$ cat config.mk
export PLATFORM = sky130hd
export DESIGN_NAME = pe_mac_sequencer
export DESIGN_NICKNAME = d
export VERILOG_FILES = /design/src/rtl/pe_mac_pkg.sv /design/src/rtl/pe_mac_accum.sv /design/src/rtl/pe_mac_sequencer.sv
export SDC_FILE = /design/constraint.sdc
export NUM_CORES = 1
export LEC_CHECK = 0
export ABC_AREA = 1
export CORE_ASPECT_RATIO = 0.9
export CORE_MARGIN = 5
export CORE_UTILIZATION = 54
export CTS_CLUSTER_DIAMETER = 200
export DETAILED_ROUTE_END_ITERATION = 8
export GPL_TIMING_DRIVEN = 0
export MAX_ROUTING_LAYER = met4
export PLACE_DENSITY = 0.79
export SKIP_CTS_REPAIR_TIMING = 1
export SLEW_MARGIN = 10
export SYNTH_ARGS = -nofsm -noshare
export SYNTH_HDL_FRONTEND = slang
export SYNTH_HIERARCHICAL = 1
export SYNTH_SLANG_ARGS = --single-unit
$ cat constraint.sdc
create_clock -name clk -period 2.5 [get_ports clk]
set_clock_uncertainty 0.05 [all_clocks]
set_input_delay 0.25 -clock clk [delete_from_list [all_inputs] [get_ports clk]]
set_output_delay 0.25 -clock clk [all_outputs]
set_load 0.02 [all_outputs]
$ cat src/rtl/pe_mac_pkg.sv
// Shared types and default widths for the PE MAC sequencer slice.
package pe_mac_pkg;

  typedef enum logic [1:0] {
    IDLE  = 2'd0,
    ISSUE = 2'd1,
    DRAIN = 2'd2,
    OUT   = 2'd3
  } state_t;

  localparam int DEF_INPUT_WIDTH   = 8;
  localparam int DEF_PRODUCT_WIDTH = 20;
  localparam int DEF_ACC_WIDTH     = 32;
  localparam int DEF_ADDR_WIDTH    = 10;
  localparam int DEF_MAX_LEN       = 256;

  // A full-length run of worst-case products must fit the accumulator.
  function automatic bit widths_ok(input int product_width, input int max_len, input int acc_width);
    return (product_width + $clog2(max_len)) <= acc_width;
  endfunction

endpackage

$ cat src/rtl/pe_mac_accum.sv
// Valid pipeline tracking buffer/PE latency, operand gating and the
// sign-extending dot-product accumulator.
module pe_mac_accum
  import pe_mac_pkg::*;
#(
  parameter int INPUT_WIDTH   = DEF_INPUT_WIDTH,
  parameter int PRODUCT_WIDTH = DEF_PRODUCT_WIDTH,
  parameter int ACC_WIDTH     = DEF_ACC_WIDTH
) (
  input  logic                     clk,
  input  logic                     rst_n,
  input  logic                     clr,
  input  logic                     rd_en,
  input  logic [INPUT_WIDTH-1:0]   ifm_data,
  input  logic [INPUT_WIDTH-1:0]   wgt_data,
  input  logic [PRODUCT_WIDTH-1:0] pe_product,
  output logic [INPUT_WIDTH-1:0]   pe_ifm,
  output logic [INPUT_WIDTH-1:0]   pe_wgt,
  output logic                     v1,
  output logic [ACC_WIDTH-1:0]     acc_nxt
);

  logic                 v1_r;
  logic                 v2_r;
  logic [ACC_WIDTH-1:0] acc_r;
  logic [ACC_WIDTH-1:0] product_ext_s;

  assign v1            = v1_r;
  assign product_ext_s = {{(ACC_WIDTH-PRODUCT_WIDTH){pe_product[PRODUCT_WIDTH-1]}}, pe_product};

  // Operands are forced to zero whenever the buffers hold no fresh data.
  always_comb begin
    pe_ifm = {INPUT_WIDTH{1'b0}};
    pe_wgt = {INPUT_WIDTH{1'b0}};
    if (v1_r) begin
      pe_ifm = ifm_data;
      pe_wgt = wgt_data;
    end else begin
      pe_ifm = {INPUT_WIDTH{1'b0}};
      pe_wgt = {INPUT_WIDTH{1'b0}};
    end
  end

  // Next accumulator value; exposed so the top can capture the final sum on the landing edge.
  always_comb begin
    acc_nxt = acc_r;
    if (clr) begin
      acc_nxt = {ACC_WIDTH{1'b0}};
    end else if (v2_r) begin
      acc_nxt = acc_r + product_ext_s;
    end else begin
      acc_nxt = acc_r;
    end
  end

  // Valid pipeline and accumulator state.
  always_ff @(posedge clk or negedge rst_n) begin
    if (!rst_n) begin
      v1_r  <= 1'b0;
      v2_r  <= 1'b0;
      acc_r <= {ACC_WIDTH{1'b0}};
    end else begin
      v1_r  <= rd_en;
      v2_r  <= v1_r;
      acc_r <= acc_nxt;
    end
  end

endmodule

$ cat src/rtl/pe_mac_sequencer.sv
// Streams a configured run of IFM/weight pairs into one PE and returns the
// accumulated signed dot product on a valid/ready port.
module pe_mac_sequencer
  import pe_mac_pkg::*;
#(
  parameter  int INPUT_WIDTH   = DEF_INPUT_WIDTH,
  parameter  int PRODUCT_WIDTH = DEF_PRODUCT_WIDTH,
  parameter  int ACC_WIDTH     = DEF_ACC_WIDTH,
  parameter  int ADDR_WIDTH    = DEF_ADDR_WIDTH,
  parameter  int MAX_LEN       = DEF_MAX_LEN,
  localparam int LEN_W         = $clog2(MAX_LEN + 1)
) (
  input  logic                     clk,
  input  logic                     rst_n,
  input  logic                     start,
  input  logic [LEN_W-1:0]         cfg_len,
  input  logic [ADDR_WIDTH-1:0]    cfg_ifm_base,
  input  logic [ADDR_WIDTH-1:0]    cfg_wgt_base,
  output logic                     busy,
  output logic                     rd_en,
  output logic [ADDR_WIDTH-1:0]    ifm_addr,
  output logic [ADDR_WIDTH-1:0]    wgt_addr,
  input  logic [INPUT_WIDTH-1:0]   ifm_data,
  input  logic [INPUT_WIDTH-1:0]   wgt_data,
  output logic [INPUT_WIDTH-1:0]   pe_ifm,
  output logic [INPUT_WIDTH-1:0]   pe_wgt,
  input  logic [PRODUCT_WIDTH-1:0] pe_product,
  output logic                     out_valid,
  input  logic                     out_ready,
  output logic [ACC_WIDTH-1:0]     out_data
);

  if (!widths_ok(PRODUCT_WIDTH, MAX_LEN, ACC_WIDTH)) begin : g_width_err
    $error("pe_mac_sequencer: PRODUCT_WIDTH + clog2(MAX_LEN) exceeds ACC_WIDTH");
  end

  state_t                 state_r;
  state_t                 state_nxt_s;
  logic [LEN_W-1:0]       len_r;
  logic [LEN_W-1:0]       idx_r;
  logic [ADDR_WIDTH-1:0]  ifm_addr_r;
  logic [ADDR_WIDTH-1:0]  wgt_addr_r;
  logic                   rd_en_r;
  logic                   busy_r;
  logic                   out_valid_r;
  logic [ACC_WIDTH-1:0]   out_data_r;
  logic                   start_ok_s;
  logic                   last_s;
  logic                   v1_s;
  logic [ACC_WIDTH-1:0]   acc_nxt_s;

  assign start_ok_s = (state_r == IDLE) && start;
  assign last_s     = ((idx_r + LEN_W'(1)) == len_r);

  assign busy      = busy_r;
  assign rd_en     = rd_en_r;
  assign ifm_addr  = ifm_addr_r;
  assign wgt_addr  = wgt_addr_r;
  assign out_valid = out_valid_r;
  assign out_data  = out_data_r;

  pe_mac_accum #(
    .INPUT_WIDTH   (INPUT_WIDTH),
    .PRODUCT_WIDTH (PRODUCT_WIDTH),
    .ACC_WIDTH     (ACC_WIDTH)
  ) u_accum (
    .clk        (clk),
    .rst_n      (rst_n),
    .clr        (start_ok_s),
    .rd_en      (rd_en_r),
    .ifm_data   (ifm_data),
    .wgt_data   (wgt_data),
    .pe_product (pe_product),
    .pe_ifm     (pe_ifm),
    .pe_wgt     (pe_wgt),
    .v1         (v1_s),
    .acc_nxt    (acc_nxt_s)
  );

  // FSM state register.
  always_ff @(posedge clk or negedge rst_n) begin
    if (!rst_n) begin
      state_r <= IDLE;
    end else begin
      state_r <= state_nxt_s;
    end
  end

  // Next state; DRAIN leaves once v1 is clear, as the final add lands on that same edge.
  always_comb begin
    state_nxt_s = state_r;
    case (state_r)
      IDLE: begin
        if (start) begin
          if (cfg_len == {LEN_W{1'b0}}) begin
            state_nxt_s = OUT;
          end else begin
            state_nxt_s = ISSUE;
          end
        end else begin
          state_nxt_s = IDLE;
        end
      end
      ISSUE: begin
        if (last_s) begin
          state_nxt_s = DRAIN;
        end else begin
          state_nxt_s = ISSUE;
        end
      end
      DRAIN: begin
        if (!v1_s) begin
          state_nxt_s = OUT;
        end else begin
          state_nxt_s = DRAIN;
        end
      end
      OUT: begin
        if (out_ready) begin
          state_nxt_s = IDLE;
        end else begin
          state_nxt_s = OUT;
        end
      end
      default: begin
        state_nxt_s = IDLE;
      end
    endcase
  end

  // Run length and issue index.
  always_ff @(posedge clk or negedge rst_n) begin
    if (!rst_n) begin
      len_r <= {LEN_W{1'b0}};
      idx_r <= {LEN_W{1'b0}};
    end else if (start_ok_s) begin
      len_r <= cfg_len;
      idx_r <= {LEN_W{1'b0}};
    end else if (state_r == ISSUE) begin
      idx_r <= idx_r + LEN_W'(1);
    end
  end

  // Registered outputs derived from the upcoming state; addresses wrap naturally.
  always_ff @(posedge clk or negedge rst_n) begin
    if (!rst_n) begin
      busy_r      <= 1'b0;
      rd_en_r     <= 1'b0;
      out_valid_r <= 1'b0;
      ifm_addr_r  <= {ADDR_WIDTH{1'b0}};
      wgt_addr_r  <= {ADDR_WIDTH{1'b0}};
      out_data_r  <= {ACC_WIDTH{1'b0}};
    end else begin
      busy_r      <= (state_nxt_s != IDLE);
      rd_en_r     <= (state_nxt_s == ISSUE);
      out_valid_r <= (state_nxt_s == OUT);
      if (state_nxt_s == ISSUE) begin
        if (state_r == IDLE) begin
          ifm_addr_r <= cfg_ifm_base;
          wgt_addr_r <= cfg_wgt_base;
        end else begin
          ifm_addr_r <= ifm_addr_r + ADDR_WIDTH'(1);
          wgt_addr_r <= wgt_addr_r + ADDR_WIDTH'(1);
        end
      end else begin
        ifm_addr_r <= {ADDR_WIDTH{1'b0}};
        wgt_addr_r <= {ADDR_WIDTH{1'b0}};
      end
      if (state_nxt_s != OUT) begin
        out_data_r <= {ACC_WIDTH{1'b0}};
      end else if (state_r != OUT) begin
        out_data_r <= acc_nxt_s;
      end
    end
  end

endmodule

==> flow_summary.ini, run 1 <==
[status]
status = complete, no violations

[yosys]
ys_types = 45
ys_ff_latch = 109
synth_edf_count = 0
synth_most_common_cell = nand2_1
synth_flop_cell = dfrtp_1
ys_seq_area_frac = 0.353
synth_top_area_frac = 0.353
synth_top_cell_by_area = dfrtp_1
synthesis.nets = 1207
async_flop_share = 1.00
synth_area_leaders = dfrtp_1, nand2_1, inv_1
synth_cells = 1103
syn-cell-area_mm2 = 0.00773
yosys_warnings = 6
synth_common_cells = nand2_1, inv_1, nor2_1
syn_area_per_cell_um2 = 7.01

[grt]
grt_pass1_wl_mm = 32.6
overflow = 0
antenna_found_initial = 0
grt_pass1_vias = 6857
grt_max_degree = 84
grt.total_usage = 0.252

[pwr]
peakVddDrop_mv = 0.546
p_per_area_mw_per_mm2 = 1150
p_leak_nw = 5.41

[floorplan]
fp-row-count = 41
io_pins = 140
die_w_um = 136
dieArea_mm2 = 0.0168
initial_core_util = 0.550
core_area_mm2 = 0.0141
die_h_um = 124

[place]
place_congestion = 0.963
dpl.hpwl_mm = 16.1
portBuffers = 139

[worst_setup_path]
arrival_ps = 2030
crit_required_ps = 2200
reg2reg_depth = 14
r2r_slack_ps = 210
critPathLaunchType = flop
r2r-end = out_data[24]$_DFFE_PN0P_
crit_type = reg2out
critPathMaxFanout = 10
critPathCaptureType = output pin
crit-reg2reg-launch = u_accum/acc_r[0]$_DFF_PN0_

[clock_tree]
htree_levels = 3
cts-root-buf = clkbuf_16
cts_tree = done
clockBufferDepth = 2
clk_latency_ps = 350
cts_buffers = 9
clk_pin_slew_worst_paths_ps = 70
cts_sinks = 109

[drt]
ant_nets = 0
firstDrtPassIters = 5
routed_wirelength_mm = 20.1
first_iter_violations = 551
drt-wirelength-per-cell_um = 13.8
drc = 0
viasPerCell = 4.96
vias = 7221

[final_layout]
post-route-util = 0.692
n_antenna_cell = 0
syn2layout_area_growth_pct = 25.9
final_nets = 1361
final_layout_size_suffix_gt1_frac = 0.0705
num-fill-cells = 1243

[timing]
fin_crit_ps = 2330
period_share = 0.934
rsz0062_at_grt = false
setup_viol_count_final = 0
max_freq_ghz = 0.428
holdWs_ps = 281
slew_viol_final = 0
relSlewSlack = 0.509
hold_violations = 0
tightest_slew_ps = 736

[worst_hold_path]
holdCritPathClass = in2async

[run]
maxCapViolCount = 0
[cell usage in the layout (no fill, tap or decap), drive strengths merged, types with 4 or more instances in the layout]
master / synthesis / final
nor2: 170 / 170
buf: 7 / 11
o21bai: 5 / 5
o22ai: 4 / 4
inv: 199 / 203
clkbuf: 13 / 24
nand4: 6 / 6
a21oi: 25 / 25
xor2: 28 / 28
nand2: 325 / 325
ha: 34 / 34
o21ai: 34 / 34
nand3: 72 / 72
mux2i: 46 / 46
dfrtp: 109 / 109
nor3: 7 / 7
clkdlybuf4s50: 0 / 137
[worst max-delay path by stage]
| stage | end | from | slack [ps] |
|---|---|---|---|
| floorplan | out_data[24]$_DFFE_PN0P_ | u_accum/acc_r[0]$_DFF_PN0_ | 420 |
| global placement | u_accum/acc_r[29]$_DFF_PN0_ | rst_n | -2950 |
| detailed placement | out_data[27]$_DFFE_PN0P_ | pe_product[19] | -430 |
| CTS | out_data[27]$_DFFE_PN0P_ | pe_product[19] | -80 |
| global route | out_data[25]$_DFFE_PN0P_ | idx_r[0]$_DFFE_PN0P_ | 20 |
| finish | pe_ifm[4] | u_accum/v1$_DFF_PN0_ | 170 |
[registers in the layout, indices dropped and copies added (netlist names)]
| name | flops |
|---|---|
| ifm_addr | 10 |
| busy | 1 |
| idx_r | 9 |
| out_data | 32 |
| u_accum/v2_r | 1 |
| out_valid | 1 |
| wgt_addr | 10 |
| u_accum/v1 | 1 |
| u_accum/acc_r | 32 |
| rd_en | 1 |
| len_r | 9 |
| state_r | 2 |
[logic make-up after synthesis]
group | share of synthesized area
fa+ha+maj | 0.0576
xor+xnor | 0.0340
compound gates | 0.0526
buf+inv | 0.118
mux | 0.0596
flops | 0.353
simple gates | 0.326
[stage by stage]
stage	power, mW	cells	worst slack [ps]	cell area, um2	setup TNS [ps]
2_1_floorplan	7.64	1103	423	7730	0
3_3_place_gp	9.47	1435	-2950	9360	-325820
3_5_place_dp	9.62	1436	-435	9390	-5990
4_1_cts	11.2	1452	-81.6	9690	-160
5_1_grt	12.3	1455	15.6	9730	0
6_report	11.2	1455	166	9730	0
[per-layer routing]
layer	vias up	part of all wire	global-route usage
met2	213	0.47	0.417
li1	3685	-	-
met3	29	0.062	0.0460
met4	0	0.015	0.0592
met5	-	0	-
met1	3294	0.45	0.325
[worst max-delay path, stage by stage (launching register included)]
cell	delay, ps
dfrtp_1	410
clkbuf_1	270
clkbuf_2	270
nand2_1	70
inv_1	60
clkdlybuf4s50_1	600
[final cells by class]
type / instances / area [um2] / area share
clock inverter: 7 / 77.6 / 0.00797
tap: 193 / 241 / 0.0248
inverter: 201 / 758 / 0.0779
clock buffer: 9 / 225 / 0.0231
sequential: 109 / 2730 / 0.280
buffer: 22 / 145 / 0.0149
multi-input combinational: 771 / 4110 / 0.422
timing repair buffer: 143 / 1450 / 0.149
[power breakdown]
part / switching [mW] / internal (mW) / total [mW]
clock network: 0.677 / 0.791 / 1.47
logic: 4.27 / 2.60 / 6.87
registers: 0.508 / 2.38 / 2.89
No activity file was read; power rests on OpenSTA's default activity.
==> run 2, diff against run 1 <==
Settings changed: CORE_ASPECT_RATIO 0.9 to unset.
==> run 2 against run 1 <==
  * Cell count down 0.82%
  * Die area about the same
  * Count of clock-buffer cells in the layout up 1
  * Sequential share of layout area about the same
  * Flip-flop and latch count unchanged
  * Utilization up 0.58 points
  * Via count down 1.1%
  * Non-clock buffer count up 1
  * First-iteration DRC count down 7.4%
  * Routed wire length up 0.99%
  * Largest cell class unchanged
==> flow_summary.ini, run 2 (synthesis gave the netlist of run 1 again) <==
[floorplan]
initial_core_util = 0.555
dieArea_mm2 = 0.0168
core_area_mm2 = 0.0139
io_pins = 140
die_w_um = 130
die_h_um = 130
fp-row-count = 43

[timing]
fin_ws_ps = 175
fin_tns_setup_ps = 0
fin_crit_ps = 2330
hold_violations = 0
max_freq_ghz = 0.430
period_share = 0.930
tightest_slew_ps = 773
setup_viol_count_final = 0
slew_viol_final = 0
relSlewSlack = 0.485

[final_layout]
design_area_mm2 = 0.00973
syn2layout_area_growth_pct = 25.8
regArea_mm2 = 0.00273
final_common_cell = nand2_1
instances_no_fill = 1443
final_nets = 1362
n_antenna_cell = 0
layout_common_cells = nand2_1, inv_1, nor2_1
multi_input_area_mm2 = 0.00412
num-fill-cells = 1221
final_layout_size_suffix_gt1_frac = 0.0713

[place]
placedCellCount = 1423
portBuffers = 139
placed_cell_area_mm2 = 0.00938
dpl.hpwl_mm = 16.4
place_congestion = 0.914
dpl_worst_slack_ps = -456

[clock_tree]
cts_tree = done
cts-root-buf = clkbuf_16
clk_pin_slew_worst_paths_ps = 80
clk_latency_ps = 350
cts_sinks = 109
htree_levels = 3
clockBufferDepth = 2
cts_buffers = 9

[grt]
overflow = 0
grt_pass1_vias = 6934
busiest_layer = met2
grt.met1_usage = 0.330
grt_use_met3 = 0.0437
met2_usage = 0.429
grt.total_usage = 0.258
grt_max_degree = 76
antenna_found_initial = 0
grt_pass1_wl_mm = 33.5

[pwr]
p_per_area_mw_per_mm2 = 1150
peakVddDrop_mv = 0.750
power_mw = 11.2
p_leak_nw = 5.41

[drt]
drt-wirelength-per-cell_um = 14.1
drc = 0
first_iter_violations = 510
firstDrtPassIters = 5
ant_nets = 0
viasPerCell = 4.95
vias = 7145
routed_wirelength_mm = 20.3

[worst_setup_path]
cp_num_buf_inv = 1
worstPathCellList = ha_2, fa_2, nand3_1, nand3_2, nand3_1, nand3_2, nand2_1, nand2_1, nand2_1, nand3_1, nand2_1, inv_1, mux2i_1, nor2_2
r2r_slack_ps = 170
cpLargestDelayFamily = simple AND/OR/NAND/NOR gates
critPathCaptureType = flop
crit-reg2reg-launch = u_accum/acc_r[0]$_DFF_PN0_
cp_num_cells = 14
critPathMaxFanout = 3
cpPeakStageDelay_ps = 430
r2r-end = out_data[28]$_DFFE_PN0P_
cp_common_cell = nand2_1
crit_slowest_cell = fa_2
arrival_ps = 2510
crit_type = reg2reg
crit_required_ps = 2690
critPathLaunchType = flop
reg2reg_depth = 14

[status]
status = complete, no violations

[run]
maxCapViolCount = 0

[worst_hold_path]
holdCritPathClass = in2async
-- run 2: metrics by stage --
stage	hold WS (ps)	util
final	305	0.698
after global routing	337	0.698
after CTS	-262	0.695
after detailed placement	115	0.673
after global placement	311	0.671
after floorplan	-95.6	-
-- run 2: how the worst max path moves through the flow --
stage	end	slack, ps	from
CTS	out_data[25]$_DFFE_PN0P_	-120	pe_product[19]
finish	out_data[28]$_DFFE_PN0P_	170	u_accum/acc_r[0]$_DFF_PN0_
global route	out_data[31]$_DFFE_PN0P_	-20	idx_r[0]$_DFFE_PN0P_
global placement	u_accum/acc_r[28]$_DFF_PN0_	-2950	rst_n
detailed placement	out_data[25]$_DFFE_PN0P_	-460	pe_product[19]
floorplan	out_data[24]$_DFFE_PN0P_	420	u_accum/acc_r[0]$_DFF_PN0_
-- run 2: routing by layer --
metal  vias to the layer above  part of all wire
li1                       3706                 -
met1                      3224              0.45
met2                       195              0.48
met3                        20             0.058
met4                         0             0.013
met5                         -                 0
-- run 2: area by class of cell --
cell class	instances	area share
Clock buffer	10	0.0235
Clock inverter	6	0.00759
Inverter	201	0.0776
Sequential cell	109	0.280
Timing Repair Buffer	144	0.150
Tap cell	180	0.0232
Multi-Input combinational cell	771	0.423
Buffer	22	0.0149
-- run 2: worst register-to-register path, delay by kind of cell (launching register included) --
kind | cells | cell delay, ps
buffers and inverters | 1 | 60
DFF | 1 | 390
muxes | 1 | 170
and+or+nand+nor | 10 | 900
adders and majority gates | 2 | 640
-- run 2: where the power goes --
group / internal [mW] / total [mW] / switching, mW
clock: 0.797 / 1.47 / 0.672
sequential: 2.38 / 2.88 / 0.500
combinational: 2.60 / 6.87 / 4.27
total: 5.78 / 11.2 / 5.44
==> run 3, diff against run 2 <==
Settings changed: CTS_CLUSTER_DIAMETER 200 to 50.
==> results of run 3 <==
No change in the layout: final DEF, timing and power equal those of run 2.
==> RTL edit: new RTL, config.mk and constraints of run 1 <==
Set the package constant `DEF_ADDR_WIDTH` to 11 (it was 10).
--- a/src/rtl/pe_mac_pkg.sv
+++ b/src/rtl/pe_mac_pkg.sv
@@ -12,5 +12,5 @@
   localparam int DEF_PRODUCT_WIDTH = 20;
   localparam int DEF_ACC_WIDTH     = 32;
-  localparam int DEF_ADDR_WIDTH    = 10;
+  localparam int DEF_ADDR_WIDTH    = 11;
   localparam int DEF_MAX_LEN       = 256;
 
Ports: changed (resized cfg_ifm_base, cfg_wgt_base, ifm_addr and wgt_addr); port bits go from 140 to 144. The function was not compared with the original's and may differ.
==> RTL edit against run 1 <==
  * Critical path depth rose by 7
  * Maximum frequency increased by 0.54%
  * Clock power down 8%
  * Synthesized area up 1.5%
  * Total power is 0.42% higher
  * Cell area grew 1.3%
  * Global-route usage is 0.13 points lower
  * Routed wire length rose by 4.3%
  * Worst setup slack improved by 0.012 ns
  * Sequential cell count increased by 2
  * Critical endpoint is now out_data[14]$_DFFE_PN0P_
  * Largest cell class unchanged
==> RTL edit: results (changes against run 1) <==
FF-to-FF path depth 12 (-2); Synth Area in Compound Gates 0.0533 (+0.000664); Initial DRC Count 509 (-7.6%); commonest cells in the netlist nand2_1, inv_1, nor2_1; leakage power figure 5.51 nW (+1.9%); sequential share of the synthesized area 0.354 (+0.00120); layout cells sized above 1 0.0615 (-0.00900); crit path DAT 2.51 ns (+0.48 ns); Placed Area 9550 sq um (+1.7%); first-pass GRT wire length 33700 microns (+3.3%); fraction of the mapped netlist area in adder cells 0.0568 (-0.000846); via count 7325 (+1.4%); outcome finished clean; GPL Wtd Cong 0.943 (-2.1%); Reg power frac 0.263 (+0.005); IO buf count 143 (+2.9%); flop2flop setup slack 0.18 ns (-0.03 ns); FILL cells 1228 (-1.2%); Int Pwr 5.76 mW (-0.30%); mux cell area share after synthesis 0.0600 (+0.000402); Critical Path Fanout Max 3 (-7); Comb pwr share 0.618 (+0.006); vias in the first global route 6865 (+0.12%); Reg-to-Reg End out_data[14]$_DFFE_PN0P_; Critical Path Max Stage Delay 0.39 ns (-0.21 ns); Yosys cell types 46 (+2.2%); Post-Synth XOR/XNOR Area 0.0324 (-0.00162); slowest cell on the critical path dfrtp_1; syn_nets 1229 (+1.8%); Setup CP Type reg2reg; detailed-placement wirelength estimate 16800 microns (+4.9%)
RTL edit: area by class of cell:
cell class	count	area, sq um	area share
multi-input cells	783	4150	0.421
flip-flops and latches	111	2780	0.282
repair buffers	146	1480	0.150
inverters	207	777	0.0788
well taps	193	241	0.0245
clock buffers	11	233	0.0236
plain buffers	21	156	0.0159
clock inverters	5	40.0	0.00406
RTL edit: routing by layer:
| layer | vias up | GRT usage | share of wire |
|---|---|---|---|
| li1 | 3763 | - | - |
| met1 | 3334 | 0.343 | 0.46 |
| met2 | 203 | 0.395 | 0.47 |
| met3 | 25 | 0.0372 | 0.056 |
| met4 | 0 | 0.0599 | 0.016 |
| met5 | - | - | 0 |
RTL edit: kinds of logic after synthesis:
| group | Yosys count |
|---|---|
| AND/OR/NAND/NOR | 596 |
| XOR/XNOR | 29 |
| buffers and inverters | 229 |
| adder cells (fa/ha/maj) | 35 |
| flip-flops | 111 |
| multiplexers | 47 |
| AO/OA/AOI/OAI | 76 |
RTL edit: through the flow:
stage | total power, mW | setup WS (ns) | setup TNS [ns] | instances | hold WS (ns)
floorplan | 7.75 | 0.423 | 0 | 1123 | -0.0956
global placement | 9.63 | -3.02 | -339.79 | 1459 | 0.311
detailed placement | 9.80 | -0.393 | -5.91 | 1460 | 0.153
CTS | 11.2 | -0.0792 | -0.579 | 1476 | -0.223
global route | 12.3 | 0.00546 | 0 | 1477 | 0.339
finish | 11.3 | 0.178 | 0 | 1477 | 0.325
RTL edit: worst max-delay path: cells and delay by family (launching register included):
| family | cells | cell delay [ns] |
|---|---|---|
| adders and majority gates | 2 | 0.60 |
| and+or+nand+nor | 5 | 0.43 |
| DFF | 1 | 0.39 |
| buffers and inverters | 2 | 0.24 |
| muxes | 1 | 0.21 |
| xor gates and xnor gates | 1 | 0.17 |
| AOI/OAI and AO/OA | 1 | 0.14 |
